`config.mk`:
```
export PLATFORM = sky130hd
export DESIGN_NAME = edge_event_arbiter
export DESIGN_NICKNAME = d
export VERILOG_FILES = /design/src/rtl/edge_arb_pkg.sv /design/src/rtl/edge_pending_cell.sv /design/src/rtl/edge_event_arbiter.sv
export SDC_FILE = /design/constraint.sdc
export NUM_CORES = 1
export LEC_CHECK = 0
export ABC_AREA = 1
export CORE_MARGIN = 5
export CORE_UTILIZATION = 53
export CTS_CLUSTER_DIAMETER = 50
export DETAILED_ROUTE_END_ITERATION = 8
export PLACE_DENSITY = 0.89
export SLEW_MARGIN = 10
export SYNTH_ARGS = -nofsm -noshare
export SYNTH_HDL_FRONTEND = slang
export SYNTH_SLANG_ARGS = --single-unit
```
`constraint.sdc`:
```
create_clock -name clk -period 7.66 [get_ports clk]
set_input_delay 0.766 -clock clk [delete_from_list [all_inputs] [get_ports clk]]
set_output_delay 0.766 -clock clk [all_outputs]
set_load 0.03 [all_outputs]
```
`src/rtl/edge_arb_pkg.sv`:
```
// Shared types and defaults for the edge-event arbiter.
package edge_arb_pkg;

    typedef enum logic [1:0] {
        ARB_IDLE  = 2'd0,
        ARB_OFFER = 2'd1,
        ARB_BUSY  = 2'd2
    } arb_state_t;

    localparam int DROP_W_DEFAULT = 8;

endpackage

```
`src/rtl/edge_pending_cell.sv`:
```
// One requester: rising-edge detect on the level input and a sticky pending flag.
module edge_pending_cell (
    input  logic clk,
    input  logic rst,
    input  logic req,
    input  logic clr,
    output logic pending,
    output logic drop
);

    logic prev_q;
    logic rise;

    assign rise = req & ~prev_q;
    // A new edge while still pending is lost, unless the old event is being taken this cycle.
    assign drop = rise & pending & ~clr;

    // prev_q tracks the line even in reset so a level held through reset is not an event.
    always_ff @(posedge clk) begin
        prev_q <= req;
        if (!rst) pending <= 1'b0;
        else      pending <= rise | (pending & ~clr);
    end

endmodule

```
`src/rtl/edge_event_arbiter.sv`:
```
// Round-robin arbiter handing pending edge events to a single downstream resource,
// one offer/accept/done job at a time.
module edge_event_arbiter
    import edge_arb_pkg::*;
#(
    parameter  int N_REQ  = 4,
    parameter  int DROP_W = DROP_W_DEFAULT,
    localparam int IDW    = $clog2(N_REQ)
) (
    input  logic              clk,
    input  logic              rst,
    input  logic [N_REQ-1:0]  req_in,
    output logic              grant_valid,
    output logic [IDW-1:0]    grant_id,
    input  logic              grant_ready,
    input  logic              done,
    output logic [N_REQ-1:0]  pending,
    output logic              busy,
    output logic [DROP_W-1:0] drop_cnt
);

    localparam int          SUM_W    = DROP_W + 5;
    localparam logic [IDW:0] N_W     = (IDW+1)'(N_REQ);
    localparam logic [IDW-1:0] LAST_ID = IDW'(N_REQ - 1);

    arb_state_t       state, state_d;
    logic [IDW-1:0]   ptr, ptr_d;
    logic [IDW-1:0]   grant_id_d;
    logic             grant_valid_d, busy_d;
    logic [N_REQ-1:0] clr, drop;
    logic [IDW-1:0]   sel;
    logic             found;
    logic [IDW:0]     cand;
    logic [4:0]       drop_n;
    logic [SUM_W-1:0] drop_sum;

    for (genvar i = 0; i < N_REQ; i++) begin : g_cell
        assign clr[i] = grant_valid & grant_ready & (grant_id == IDW'(i));
        edge_pending_cell u_cell (
            .clk     (clk),
            .rst     (rst),
            .req     (req_in[i]),
            .clr     (clr[i]),
            .pending (pending[i]),
            .drop    (drop[i])
        );
    end

    // First pending index at or after ptr, wrapping at N_REQ (not a power of two in general).
    always_comb begin
        sel   = '0;
        found = 1'b0;
        cand  = '0;
        for (int k = 0; k < N_REQ; k++) begin
            cand = {1'b0, ptr} + (IDW+1)'(k);
            if (cand >= N_W) cand = cand - N_W;
            if (!found && pending[cand[IDW-1:0]]) begin
                found = 1'b1;
                sel   = cand[IDW-1:0];
            end
        end
    end

    always_comb begin
        drop_n = '0;
        for (int i = 0; i < N_REQ; i++) drop_n = drop_n + 5'(drop[i]);
        drop_sum = SUM_W'(drop_cnt) + SUM_W'(drop_n);
    end

    always_comb begin
        state_d       = state;
        grant_valid_d = grant_valid;
        grant_id_d    = grant_id;
        busy_d        = busy;
        ptr_d         = ptr;
        case (state)
            ARB_IDLE: begin
                if (found) begin
                    grant_id_d    = sel;
                    grant_valid_d = 1'b1;
                    state_d       = ARB_OFFER;
                end
            end
            ARB_OFFER: begin
                if (grant_ready) begin
                    grant_valid_d = 1'b0;
                    busy_d        = 1'b1;
                    state_d       = ARB_BUSY;
                end
            end
            ARB_BUSY: begin
                if (done) begin
                    busy_d  = 1'b0;
                    ptr_d   = (grant_id == LAST_ID) ? '0 : grant_id + 1'b1;
                    state_d = ARB_IDLE;
                end
            end
            default: state_d = ARB_IDLE;
        endcase
    end

    always_ff @(posedge clk) begin
        if (!rst) begin
            state       <= ARB_IDLE;
            grant_valid <= 1'b0;
            grant_id    <= '0;
            busy        <= 1'b0;
            ptr         <= '0;
            drop_cnt    <= '0;
        end else begin
            state       <= state_d;
            grant_valid <= grant_valid_d;
            grant_id    <= grant_id_d;
            busy        <= busy_d;
            ptr         <= ptr_d;
            drop_cnt    <= (drop_sum > SUM_W'({DROP_W{1'b1}})) ? {DROP_W{1'b1}}
                                                               : drop_sum[DROP_W-1:0];
        end
    end

endmodule

```
# After elaboration in Yosys (flattened, before gate mapping)
# Index checks and enable logic that the tools add are counted.
word_totals:
  register_bits: 24
  in_bits: 8
classes:
  n_addsub: 12
  n_lt_le_gt_ge: 9
  n_eq_ne: 8
  n_mux: 32
  bitwise: 33
  reduce_logical: 15
ops:
  columns: ["cell", "count"]
  rows:
  - ["$mux W2", 12]
  - ["$and A1 B1 Y1", 21]
  - ["$lt A2 B3 Y1 const B", 4]
  - ["$mux W1", 12]
  - ["$add A8 B4 Y9", 1]
  - ["$ge A3 B3 Y1 const B", 3]
  - ["$gt A9 B8 Y1 const B", 1]
  - ["$reduce_and A3 Y1", 3]
  - ["$bmux W1 S2", 4]
  - ["$mux W8", 1]
  - ["$not A1 Y1", 8]
  - ["$sub A2 B1 Y2 const B", 4]
  - ["$add A2 B2 Y3 const B", 2]
  - ["$eq A2 B2 Y1 const B", 3]
  - ["$ne A2 B2 Y1 const B", 3]
  - ["$pmux W2 S3", 1]
  - ["$add A3 B1 Y4", 1]
  - ["$eq A2 B1 Y1 const B", 2]
  - ["$logic_not A2 Y1", 2]
  - ["$or A1 B1 Y1", 4]
  - ["$pmux W1 S2", 2]
  - ["$reduce_and A2 Y1", 2]
  - ["$reduce_bool A2 Y1", 2]
  - ["$add A2 B1 Y3", 1]
  - ["6 further kinds", 10]

# Longest topological paths before layout
depth:
  ltp_word: 16
  mapped_depth: 14
  mapped_depth_nobuf: 14

# Hierarchy
# From an unflattened synthesis, not the netlist that was laid out.
unflattened:
  hier_cells: 196
  hier_area_um2: 1361.3
by_module_without_submodules:
  columns: ["module", "instances", "cells_each", "area_per_inst_um2"]
  rows:
  - ["edge_event_arbiter", 1, 160, 1066.0]
  - ["edge_pending_cell", 4, 9, 73.8]

# Worst setup path after synthesis
# Ideal clock, no wire load.
synth_timing:
  path_type: "register to register"
  start: "reg grant_id[0]"
  end: "reg drop_cnt[5]"
  setup_ps: 70
  t_arrival_ps: 2993
  t_required_ps: 7590
  slack_ps: 4596
  path_stages_with_launch: 15
  path_buffers: 0
  path_cell_list: "dfxtp_1 -> inv_1 -> ha_1 -> nand3_1 -> nand4_1 -> fa_1 -> fa_1 -> inv_1 -> fa_1 -> nand3_1 -> nor3b_2 -> nand2_1 -> nor2_2 -> inv_1 -> a21oi_1"
synth_via:
  elab_chain_cells: 10
  word_cells_on_any_way: 22
  classes_between: "4 x add/sub; 1 x order compare; 3 x eq/ne; 1 x mux; 12 x bitwise; 1 x reduce/logical"
synth_rtl:
  columns: ["element", "line_no", "text"]
  rows:
  - ["start, declared", "edge_event_arbiter.sv:14", "output logic [IDW-1:0] grant_id,"]
  - ["start signal, assigned", "edge_event_arbiter.sv:113", "grant_id <= grant_id_d;"]
  - ["$eq A2 B1 Y1 / $logic_not A2 Y1 (equally long branches)", "edge_event_arbiter.sv:38", "assign clr[i] = grant_valid & grant_ready & (grant_id == IDW'(i));"]
  - ["$and A1 B1 Y1", "edge_event_arbiter.sv:38", null]
  - ["$not A1 Y1", "edge_pending_cell.sv:16", "assign drop = rise & pending & ~clr;"]
  - ["$and A1 B1 Y1", "edge_pending_cell.sv:16", null]
  - ["$add A1 B1 Y2", "edge_event_arbiter.sv:66", "for (int i = 0; i < N_REQ; i++) drop_n = drop_n + 5'(drop[i]);"]
  - ["$add A2 B1 Y3", "edge_event_arbiter.sv:66", null]
  - ["$add A3 B1 Y4 *", "edge_event_arbiter.sv:66", null]
  - ["$add A8 B4 Y9 *", "edge_event_arbiter.sv:67", "drop_sum = SUM_W'(drop_cnt) + SUM_W'(drop_n);"]
  - ["$gt A9 B8 Y1", "edge_event_arbiter.sv:116", "drop_cnt <= (drop_sum > SUM_W'({DROP_W{1'b1}})) ? {DROP_W{1'b1}}"]
  - ["$mux W8 *", "edge_event_arbiter.sv:116", null]
  - ["end signal, assigned", "edge_event_arbiter.sv:116", null]
  - ["end, declared", "edge_event_arbiter.sv:19", "output logic [DROP_W-1:0] drop_cnt"]
# Mark *: on every way between the ends. The rest lies on a longest branch, timed or not.
# A chain may end at the register's enable or synchronous reset.

# Final worst setup path
layout_timing:
  start: "in grant_ready"
  end: "reg drop_cnt[4]"
layout_via:
  elab_chain_cells: 10
  word_cells_on_any_way: 19
  classes_between: "4 x add/sub; 1 x order compare; 1 x mux; 13 x bitwise"
layout_rtl:
  columns: ["element", "line_no", "text"]
  rows:
  - ["start, declared", "edge_event_arbiter.sv:15", "input logic grant_ready,"]
  - ["$and A1 B1 Y1 *", "edge_event_arbiter.sv:38", null]
  - ["$and A1 B1 Y1", "edge_event_arbiter.sv:38", null]
  - ["$not A1 Y1", "edge_pending_cell.sv:16", null]
  - ["$and A1 B1 Y1", "edge_pending_cell.sv:16", null]
  - ["$add A1 B1 Y2", "edge_event_arbiter.sv:66", null]
  - ["$add A2 B1 Y3", "edge_event_arbiter.sv:66", null]
  - ["$add A3 B1 Y4 *", "edge_event_arbiter.sv:66", null]
  - ["$add A8 B4 Y9 *", "edge_event_arbiter.sv:67", null]
  - ["$gt A9 B8 Y1", "edge_event_arbiter.sv:116", null]
  - ["$mux W8 *", "edge_event_arbiter.sv:116", null]
# Marked as above.

==> impl_metrics.json <==
{
  "cp_slowest_cell": "clkdlybuf4s50_1",
  "slowest_delay_ns": 0.51,
  "fin_tns_setup_ns": 0,
  "final.fill_count": 204,
  "clk_pin_slew_worst_paths_ns": 0.13,
  "postSynthAreaPerCell_um2": 7.26,
  "synth_cells": 184,
  "hold_class": "reg2reg",
  "wl_per_cell_um": 11.1,
  "end_kind": "flip-flop",
  "crit_top_cell": "fa_1",
  "synthTopCellsByArea": "dfxtp_1 36%, nand2_1 13%, inv_1 6.5%, a21oi_1 6.4%, nand3_1 6.4%",
  "async_flop_share": 0,
  "cts_tree": "yes",
  "synth-seq-cells": 24,
  "crit_fanout": 6,
  "drv_cap": 0,
  "synth.most_common_cell": "nand2_1",
  "finalNetCount": 222,
  "cts_root_buf": "clkbuf_4",
  "yosysSeqAreaShare": 0.360,
  "rsz0062_at_grt": "no",
  "clockBufferDepth": 2,
  "yosysTopAreaCellShare": 0.360,
  "globalRouteTotalUtil": 0.161,
  "fp-row-count": 18,
  "htreeDepth": 1,
  "period_share": 0.439,
  "overflow": 0,
  "grt_pass1_wl_um": 4510,
  "final_layout_size_suffix_gt1_frac": 0.0927,
  "drtIter0Drc": 39,
  "drt-total-wl_um": 2600,
  "die_h_um": 60.2,
  "cp_cell_sequence": "clkdlybuf4s50_1 -> nand3_1 -> nand4_1 -> fa_1 -> fa_1 -> inv_1 -> fa_1 -> nand3_1 -> nor3b_2 -> nand2_1 -> nor2_2 -> inv_1 -> a21oi_1",
  "finalHoldViolCount": 0,
  "portBuffers": 23,
  "dp_cells": 231,
  "dpl.hpwl_um": 2100,
  "cts_sinks": 24,
  "synth_area_mm2": 0.00134,
  "period_needed_ns": 3.36,
  "drc": 0,
  "cp_data_required_time_ns": 7.91,
  "syn_nets": 200,
  "ys.flop_type": "dfxtp_1",
  "drtPass1Iterations": 4,
  "die_area_mm2": 0.00363,
  "finalSetupViolations": 0,
  "finalNonFillerCells": 235,
  "critical_path_class": "in2reg",
  "holdWs_ns": 0.474,
  "post_drt_via_cell_ratio": 5.08,
  "powerDensity_mw_per_mm2": 200,
  "slew_viol_final": 0,
  "ys_types": 25,
  "crit_arrival_ns": 3.61,
  "fp.dieW_um": 60.2,
  "numCtsBuffers": 3,
  "max_slew_margin": 0.731,
  "postCtsSetupBuffers": 0,
  "yosysTopAreaCell": "dfxtp_1",
  "clock_skew_ns": 0.00668,
  "status": "completed",
  "ctsResizeCount": 0,
  "synth_edf_count": 0,
  "io_pins": 24,
  "area_delta_synth_final_pct": 20.6,
  "grt_max_degree": 15,
  "ir_worst_vdd_uv": 145,
  "num_vias": 1193,
  "antenna_left": 0,
  "leakagePower_nw": 0.714,
  "ys_warn_count": 0,
  "tightestPinTransition_ns": 0.403,
  "multiInputGateArea_um2": 717,
  "start_kind": "primary input",
  "initial_utilization": 0.544,
  "gp_congestion": 0.849,
  "max_clock_freq_ghz": 0.298,
  "antenna_cells": 0,
  "first_global_vias": 1150,
  "insertion_delay_ns": 0.31,
  "coreArea_mm2": 0.00245,
  "hold_buffers": 0,
  "regArea_um2": 480,
  "synth_common_cells": "48 x nand2_1, 24 x dfxtp_1, 23 x inv_1",
  "antenna_found_initial": 0
}
[placed cells by master (no fill, tap or decap)]
| master | n |
|---|---|
| nand2_1 | 48 |
| dfxtp_1 | 24 |
| inv_1 | 23 |
| clkdlybuf4s50_1 | 23 |
| nand3_1 | 17 |
| a21oi_1 | 17 |
| nor2_1 | 11 |
| nand2_2 | 7 |
| o21ai_0 | 5 |
| ha_1 | 5 |
| nand4_1 | 4 |
| xor2_1 | 3 |
| fa_1 | 3 |
| clkbuf_4 | 3 |
| inv_2 | 2 |
| nor3b_2 | 1 |
| nor2_2 | 1 |
| xnor2_1 | 1 |
| nand2_4 | 1 |
| nor2_4 | 1 |
| o21ai_2 | 1 |
| nand3_2 | 1 |
| a31oi_1 | 1 |
| nand3b_1 | 1 |
| bufinv_16 | 1 |
[registers in the layout (all words and copies together) (netlist names)]
register / flops
busy: 1
drop_cnt: 8
g_cell.u_cell.pending: 4
g_cell.u_cell.prev_q: 4
grant_id: 2
grant_valid: 1
ptr: 2
state: 2
[cells by family after synthesis]
group	synth area share
and+or+nand+nor	0.325
buffers and inverters	0.104
AOI/OAI and AO/OA	0.0936
DFF	0.360
adders and majority gates	0.0918
xor gates and xnor gates	0.0262
[cell type report]
cell class / count / share of cell area
timing repair buffer: 23 / 0.143
tap: 30 / 0.0233
clock buffer: 3 / 0.0140
sequential: 24 / 0.298
multi-input combinational: 129 / 0.445
inverter: 25 / 0.0582
clock inverter: 1 / 0.0186
[report_power, final]
part           switching [mW]  internal (mW)  leakage (nW)  total (mW)
logic                  0.0531         0.0343         0.489      0.0874
clock network          0.0370         0.0529        0.0279      0.0898
registers              0.0105          0.135         0.197       0.145
[through the flow]
| stage | utilization | worst slack (ns) | power [mW] | instance area (um^2) |
|---|---|---|---|---|
| CTS | 0.656 | 4.30 | 0.325 | 1610 |
| global placement | 0.635 | 4.05 | 0.232 | 1560 |
| finish | 0.656 | 4.30 | 0.322 | 1610 |
| floorplan | - | 4.60 | 0.207 | 1340 |
| global route | 0.656 | 4.05 | 0.341 | 1610 |
| detailed placement | 0.635 | 3.96 | 0.236 | 1560 |
[path summary, 6_finish.rpt]
path                    start           to  slack (ns)  depth (start not counted)
setup / recovery  grant_ready  drop_cnt[4]        4.30                         13
hold / removal           busy         busy        0.47                          2
setup reg to reg  grant_id[0]  drop_cnt[4]        4.54                         14
hold reg to reg          busy         busy        0.47                          2
[worst max-delay path, delay by kind of cell]
family / cells / cell delay, ns
AOI/OAI and AO/OA: 1 / 0.14
adders and majority gates: 3 / 1.14
buffers and inverters: 3 / 0.69
and+or+nand+nor: 6 / 0.86
[per-layer routing]
metal	vias up	global-route usage	routed length, um
li1	626	-	-
met1	541	0.193	1180
met2	20	0.281	1310
met3	6	0.0238	68
met4	0	0.0728	42
met5	-	0	0
Power figures use the tool's default switching activity.
